===== config.mk =====
export PLATFORM = sky130hd
export DESIGN_NAME = fifo_rd_stream
export DESIGN_NICKNAME = d
export VERILOG_FILES = /design/src/rtl/fifo_rd_stream_pkg.sv /design/src/rtl/stream_skid_buf.sv /design/src/rtl/fifo_rd_stream.sv
export SDC_FILE = /design/constraint.sdc
export NUM_CORES = 1
export LEC_CHECK = 0
export CAP_MARGIN = 40
export CORE_MARGIN = 2
export CORE_UTILIZATION = 30
export CTS_CLUSTER_DIAMETER = 120
export DETAILED_ROUTE_END_ITERATION = 7
export HOLD_SLACK_MARGIN = 0.02
export PLACE_DENSITY = 0.56
export SKIP_LAST_GASP = 1
export SYNTH_ARGS = -nofsm -noshare
export SYNTH_HDL_FRONTEND = slang
export SYNTH_SLANG_ARGS = --single-unit

===== constraint.sdc =====
create_clock -name clk_i -period 2.75 [get_ports clk_i]
set_clock_uncertainty 0.1 [all_clocks]
set_input_delay 0.4125 -clock clk_i [delete_from_list [all_inputs] [get_ports clk_i]]
set_output_delay 0.4125 -clock clk_i [all_outputs]
set_load 0.02 [all_outputs]

===== src/rtl/fifo_rd_stream_pkg.sv =====
// Shared types and constants for the FIFO read-side stream framer.
package fifo_rd_stream_pkg;

    typedef enum logic [0:0] {
        IDLE = 1'b0,
        RUN  = 1'b1
    } state_t;

    localparam int SKID_DEPTH = 2;
    localparam int SKID_CNTW  = $clog2(SKID_DEPTH + 1);

    localparam logic [SKID_CNTW-1:0] SKID_ONE  = SKID_CNTW'(1);
    localparam logic [SKID_CNTW-1:0] SKID_FULL = SKID_CNTW'(SKID_DEPTH);

endpackage


===== src/rtl/stream_skid_buf.sv =====
// Two-entry valid/ready register buffer; entry 0 is always the head presented downstream.
module stream_skid_buf
    import fifo_rd_stream_pkg::*;
#(
    parameter int W = 9
) (
    input  logic                 clk_i,
    input  logic                 arst_n_i,
    input  logic                 push_i,
    input  logic [W-1:0]         push_data_i,
    output logic                 valid_o,
    output logic [W-1:0]         data_o,
    input  logic                 ready_i,
    output logic [SKID_CNTW-1:0] count_o
);

    logic [SKID_CNTW-1:0] r_cnt;
    logic [W-1:0]         r_ent0;
    logic [W-1:0]         r_ent1;
    logic                 w_pop;

    assign w_pop = (r_cnt != '0) && ready_i;

    always_ff @(posedge clk_i or negedge arst_n_i) begin
        if (!arst_n_i) begin
            r_cnt <= '0;
        end else if (push_i && !w_pop) begin
            r_cnt <= r_cnt + SKID_ONE;
        end else if (w_pop && !push_i) begin
            r_cnt <= r_cnt - SKID_ONE;
        end
    end

    // Entries need no reset: r_cnt alone says which ones hold live data.
    always_ff @(posedge clk_i) begin
        case ({push_i, w_pop})
            2'b10: begin
                if (r_cnt == '0) begin
                    r_ent0 <= push_data_i;
                end else begin
                    r_ent1 <= push_data_i;
                end
            end
            2'b01: begin
                r_ent0 <= r_ent1;
            end
            2'b11: begin
                if (r_cnt == SKID_ONE) begin
                    r_ent0 <= push_data_i;
                end else begin
                    r_ent0 <= r_ent1;
                    r_ent1 <= push_data_i;
                end
            end
            default: begin
            end
        endcase
    end

    assign valid_o = (r_cnt != '0);
    assign data_o  = valid_o ? r_ent0 : '0;
    assign count_o = r_cnt;

endmodule


===== src/rtl/fifo_rd_stream.sv =====
// Pops a show-ahead FIFO, keeps 1 of every decim words, and frames kept words into TLAST packets.
module fifo_rd_stream
    import fifo_rd_stream_pkg::*;
#(
    parameter int DWIDTH = 8,
    parameter int AWIDTH = 4,
    parameter int LENW   = 8
) (
    input  logic              clk_i,
    input  logic              arst_n_i,
    input  logic              enable_i,
    input  logic [LENW-1:0]   pkt_len_i,
    input  logic [AWIDTH-1:0] decim_i,
    input  logic              fifo_empty_i,
    input  logic [DWIDTH-1:0] fifo_rddata_i,
    output logic              fifo_rd_o,
    output logic [AWIDTH-1:0] fifo_shift_o,
    output logic [DWIDTH-1:0] data_o,
    output logic              valid_o,
    output logic              last_o,
    input  logic              ready_i,
    output logic              busy_o,
    output logic              pkt_done_o
);

    localparam logic [LENW:0]     BEAT_ONE  = (LENW+1)'(1);
    localparam logic [AWIDTH-1:0] PHASE_ONE = AWIDTH'(1);

    logic [1:0]           r_rst_sync;
    logic                 w_rst_n;

    state_t               r_state;
    state_t               w_state_nxt;
    logic [LENW:0]        r_len;
    logic [LENW:0]        w_len_nxt;
    logic [AWIDTH-1:0]    r_decim;
    logic [AWIDTH-1:0]    w_decim_nxt;
    logic [LENW:0]        r_beat;
    logic [LENW:0]        w_beat_nxt;
    logic [AWIDTH-1:0]    r_phase;
    logic [AWIDTH-1:0]    w_phase_nxt;

    logic [LENW:0]        w_len_in;
    logic [AWIDTH-1:0]    w_decim_in;
    logic                 w_pop;
    logic                 w_keep;
    logic                 w_last;
    logic                 w_phase_wrap;
    logic [SKID_CNTW-1:0] w_skid_cnt;
    logic                 w_skid_valid;
    logic [DWIDTH:0]      w_skid_data;

    // Assert immediately, release two clocks after arst_n_i rises.
    always_ff @(posedge clk_i or negedge arst_n_i) begin
        if (!arst_n_i) begin
            r_rst_sync <= '0;
        end else begin
            r_rst_sync <= {r_rst_sync[0], 1'b1};
        end
    end

    assign w_rst_n = r_rst_sync[1];

    assign w_len_in   = (pkt_len_i == '0) ? {1'b1, {LENW{1'b0}}} : {1'b0, pkt_len_i};
    assign w_decim_in = (decim_i == '0) ? PHASE_ONE : decim_i;

    always_comb begin
        w_state_nxt  = r_state;
        w_len_nxt    = r_len;
        w_decim_nxt  = r_decim;
        w_beat_nxt   = r_beat;
        w_phase_nxt  = r_phase;
        w_pop        = 1'b0;
        w_keep       = 1'b0;
        w_last       = 1'b0;
        w_phase_wrap = (r_phase == (r_decim - PHASE_ONE));

        case (r_state)
            IDLE: begin
                if (enable_i) begin
                    w_state_nxt = RUN;
                    w_len_nxt   = w_len_in;
                    w_decim_nxt = w_decim_in;
                    w_beat_nxt  = '0;
                    w_phase_nxt = '0;
                end
            end
            RUN: begin
                // Only the registered skid count gates the pop, keeping ready_i off fifo_rd_o.
                w_pop = !fifo_empty_i && (w_skid_cnt < SKID_FULL);
                if (w_pop) begin
                    w_keep      = (r_phase == '0);
                    w_last      = w_keep && (r_beat == (r_len - BEAT_ONE));
                    w_phase_nxt = w_phase_wrap ? '0 : (r_phase + PHASE_ONE);
                    if (w_keep) begin
                        w_beat_nxt = r_beat + BEAT_ONE;
                    end
                    // Packet closes once its final decimation group has been fully consumed.
                    if (w_phase_wrap && (w_beat_nxt == r_len)) begin
                        if (enable_i) begin
                            w_len_nxt   = w_len_in;
                            w_decim_nxt = w_decim_in;
                            w_beat_nxt  = '0;
                            w_phase_nxt = '0;
                        end else begin
                            w_state_nxt = IDLE;
                        end
                    end
                end
            end
            default: begin
                w_state_nxt = IDLE;
            end
        endcase
    end

    always_ff @(posedge clk_i or negedge w_rst_n) begin
        if (!w_rst_n) begin
            r_state <= IDLE;
            r_len   <= '0;
            r_decim <= '0;
            r_beat  <= '0;
            r_phase <= '0;
        end else begin
            r_state <= w_state_nxt;
            r_len   <= w_len_nxt;
            r_decim <= w_decim_nxt;
            r_beat  <= w_beat_nxt;
            r_phase <= w_phase_nxt;
        end
    end

    stream_skid_buf #(
        .W(DWIDTH + 1)
    ) u_skid (
        .clk_i       (clk_i),
        .arst_n_i    (w_rst_n),
        .push_i      (w_keep),
        .push_data_i ({w_last, fifo_rddata_i}),
        .valid_o     (w_skid_valid),
        .data_o      (w_skid_data),
        .ready_i     (ready_i),
        .count_o     (w_skid_cnt)
    );

    assign fifo_rd_o    = w_pop;
    assign fifo_shift_o = PHASE_ONE;
    assign valid_o      = w_skid_valid;
    assign data_o       = w_skid_data[DWIDTH-1:0];
    assign last_o       = w_skid_data[DWIDTH];
    assign busy_o       = (r_state != IDLE) || (w_skid_cnt != '0);
    assign pkt_done_o   = w_skid_valid && ready_i && w_skid_data[DWIDTH];

endmodule

==> flow_summary.json, run 1 <==
{
  "yosys.area_share.simple_pct": 20.0,
  "rows": 37,
  "die_area_um2": 11400,
  "cts_tree": "yes",
  "total_power_mw": 3.62,
  "yosysTopAreaCellShare_pct": 24.5,
  "path_cells": "inv_2 > ha_4 > or3b_4 > or2_4 > xor2_2 > a211oi_2 > buf_4 > nor4_4 > buf_4 > nor3_4 > a22o_1 > a22o_1",
  "power_density_nw_per_um2": 855,
  "placed_cells": 525,
  "coreArea_um2": 10300,
  "synth_adder_area_share_pct": 3.96,
  "cpPeakStageDelay_ns": 0.41,
  "yosysSeqAreaShare_pct": 41.6,
  "synthArstFlopShare_pct": 63.3,
  "initial_core_util_pct": 30.8,
  "critPathCaptureType": "register",
  "drt_wl_total_mm": 7.80,
  "status": "finished, violations left",
  "syn-instance-count": 316,
  "gr-total-overflow": 0,
  "synth_edf_count": 18,
  "drt-pass1-iter-count": 4,
  "nets": 438,
  "power.leakage_nw": 1.74,
  "fin_util_pct": 41.2,
  "area_delta_synth_final_pct": 34.0,
  "hp-class": "in -> async",
  "die_w_um": 107,
  "cp.arrival_ns": 3.04,
  "yosys.area.top_type": "dfrtp_1",
  "worst_slack_ns": -0.140,
  "slew_violations": 0,
  "worstMarginPinSlew_ns": 0.622,
  "cts_hold_buffers": 0,
  "dp_hpwl_mm": 5.83,
  "synth_cell_types": 58,
  "drtIter0Drc": 180,
  "ys.flop_type": "dfrtp_1",
  "clock-sinks": 49,
  "via_per_inst": 4.95,
  "worst_setup_path_start_kind": "register",
  "netSwitchingFraction_pct": 39.9,
  "synth_top_family_by_area": "simple AND/OR/NAND/NOR gates",
  "clkPwrFrac_pct": 12.4,
  "dpl_worst_slack_ns": -0.210,
  "synthTopCellsByArea": "dfrtp_1 (25%), edfxtp_1 (17%), xnor2_1 (4.7%), ha_1 (4.0%), a22o_1 (3.9%)",
  "drive_above_1_share_pct": 25.0,
  "root_buffer": "clkbuf_8",
  "ant_nets": 0,
  "synth_xor_area_share_pct": 7.21,
  "hold_violations": 0,
  "ys_ff_latch": 49,
  "switchingPower_mw": 1.44,
  "vdd_drop_max_v": 0.000282,
  "intPower_mw": 2.18,
  "synth_compound_area_share_pct": 15.9,
  "worstPathRequired_ns": 2.90,
  "clockBufferDepth": 2,
  "grtUsageTotal_pct": 14.2,
  "cts_buffers": 5,
  "grt_pass1_wl_mm": 13.0,
  "clk_pin_slew_ns": 0.09,
  "gp_congestion": 0.861,
  "routedWlPerCell_um": 14.4,
  "io_buffers": 37,
  "whs_ns": 0.150,
  "first_global_vias": 2608,
  "grt_max_degree": 30,
  "max_freq_ghz": 0.346,
  "violations": "negative setup slack",
  "fin_cells": 540,
  "crit_slowest_cell": "dfrtp_1",
  "die_y_um": 107,
  "pwr-share-seq_pct": 31.4,
  "crit_fanout": 6,
  "fin_crit_sh_pct": 105,
  "max_slew_margin_pct": 58.4,
  "post-route-drc-count": 0,
  "final-setup-viol-count": 21,
  "crit_type": "reg -> reg",
  "rsz0062_at_grt": "true",
  "ios": 42,
  "syn_area_um2": 3160,
  "antenna_found_initial": 0,
  "combinationalPowerShare_pct": 56.2,
  "insertion_delay_ns": 0.31,
  "antenna_cells": 0,
  "syn_area_per_cell_um2": 10.0,
  "route.vias.total": 2672,
  "ys.warnings.count": 0,
  "fin_crit_ns": 2.89,
  "htreeDepth": 2,
  "maxCapViolations": 0,
  "synth.area.mux_share_pct": 5.27
}
[cells in the mapped netlist, types with 7 or more instances]
cell type,count
inv_1,18
clkbuf_1,7
dfrtp_1,31
xor2_1,9
nor2_1,22
nand3_1,13
ha_1,10
nor2b_1,12
edfxtp_1,18
nand2_1,23
buf_4,7
a22o_1,14
xnor2_1,17
nor3_1,8
o21ai_0,17
[final timing paths]
kind,endpoint,cells after the start,slack (ns),start
worst max-delay path,r_beat[3]$_DFFE_PN0P_,12,-0.14,r_phase[1]$_DFFE_PN0P_
worst min-delay path,r_rst_sync[1]$_DFF_PN0_,1,0.15,arst_n_i
worst max register to register,r_beat[3]$_DFFE_PN0P_,12,-0.14,r_phase[1]$_DFFE_PN0P_
worst min register to register,r_len[4]$_DFFE_PN0P_,1,0.15,r_rst_sync[1]$_DFF_PN0_
max in group asynchronous,r_beat[1]$_DFFE_PN0P_,1,2.11,r_rst_sync[1]$_DFF_PN0_
min in group clk_i,r_rst_sync[1]$_DFF_PN0_,0,0.26,r_rst_sync[0]$_DFF_PN0_
[logic make-up after synthesis]
logic type      Yosys count
buf+inv                  36
xor+xnor                 26
simple gates            113
compound gates           67
flops                    49
mux                      13
fa+ha+maj                10
other cells               2
[layout make-up]
cell class	count	area, um2
multi-input cells	234	1760
fillers	985	6040
inverters	18	67.6
well taps	136	170
repair buffers	95	826
flip-flops and latches	49	1320
clock buffers	5	68.8
clock inverters	3	25.0
[flip-flops by register name, indices dropped and copies added, names as in the netlist]
signal and count:
r_beat 9, r_len 9, r_decim 4, u_skid.r_ent1 9, u_skid.count_o 2, r_phase 4, r_rst_sync 2, u_skid.r_ent0 9
r_state 1
[stage by stage]
step	setup TNS (ns)	area (um2)
after detailed placement	-2.94	3980
after global routing	-3.80	4230
final	-1.58	4230
after global placement	-1.51	3980
after CTS	-0.266	4160
after floorplan	-0.0898	3170
[power by group through the flow]
stage	clock, mW	sequential, mW	combinational [mW]
4_1_cts	0.471	1.13	1.94
5_1_grt	0.496	1.17	2.23
3_5_place_dp	0	1.14	1.89
6_report	0.449	1.14	2.03
2_1_floorplan	0	1.11	1.20
3_3_place_gp	0	1.14	1.86
[layer usage]
metal  global-route usage (%)  vias up  routed length [um]
li1                         -     1306                   -
met1                     19.8     1303                3750
met2                     22.7       51                3640
met3                     2.31       12                 258
met4                     4.45        0                 144
met5                        0        -                   0
[what timing repair did]
action | CTS | global route
gates resized for setup | 10 | 11
setup buffers | 4 | 4
setup endpoints to repair | 22 | 23
pin swaps | 12 | 7
[placed cells by master (no fill, tap or decap), types with 5 or more instances in the layout]
cell type | netlist | final
a21oi_1 | 6 | 6
conb_1 | 2 | 5
nor2b_1 | 12 | 12
mux2_2 | 5 | 5
edfxtp_1 | 18 | 18
o21ai_0 | 17 | 16
inv_1 | 18 | 16
nand3_1 | 13 | 13
mux2_4 | 6 | 6
xor2_1 | 9 | 8
nor2_1 | 22 | 21
clkbuf_8 | 0 | 5
and3_1 | 6 | 6
buf_4 | 7 | 55
nand2b_1 | 6 | 6
nand2_1 | 23 | 23
clkdlybuf4s50_1 | 0 | 37
xnor2_1 | 17 | 16
dfrtp_1 | 31 | 31
a22o_1 | 14 | 14
ha_1 | 10 | 8
nor3_1 | 8 | 6
[critical path: cells and delay by family, from the launching register on]
kind            cells  cell delay [ns]
xor+xnor            1             0.18
flops               1             0.41
fa+ha+maj           1             0.13
compound gates      3             0.65
simple gates        4             0.90
buf+inv             3             0.46
No activity file was read; power rests on OpenSTA's default activity.
==> run 2, diff against run 1 <==
ABC_CLOCK_PERIOD_IN_PS = 2750   (was unset)
==> results of run 2 <==
The final DEF is identical to that of run 1; final timing and power are the same.
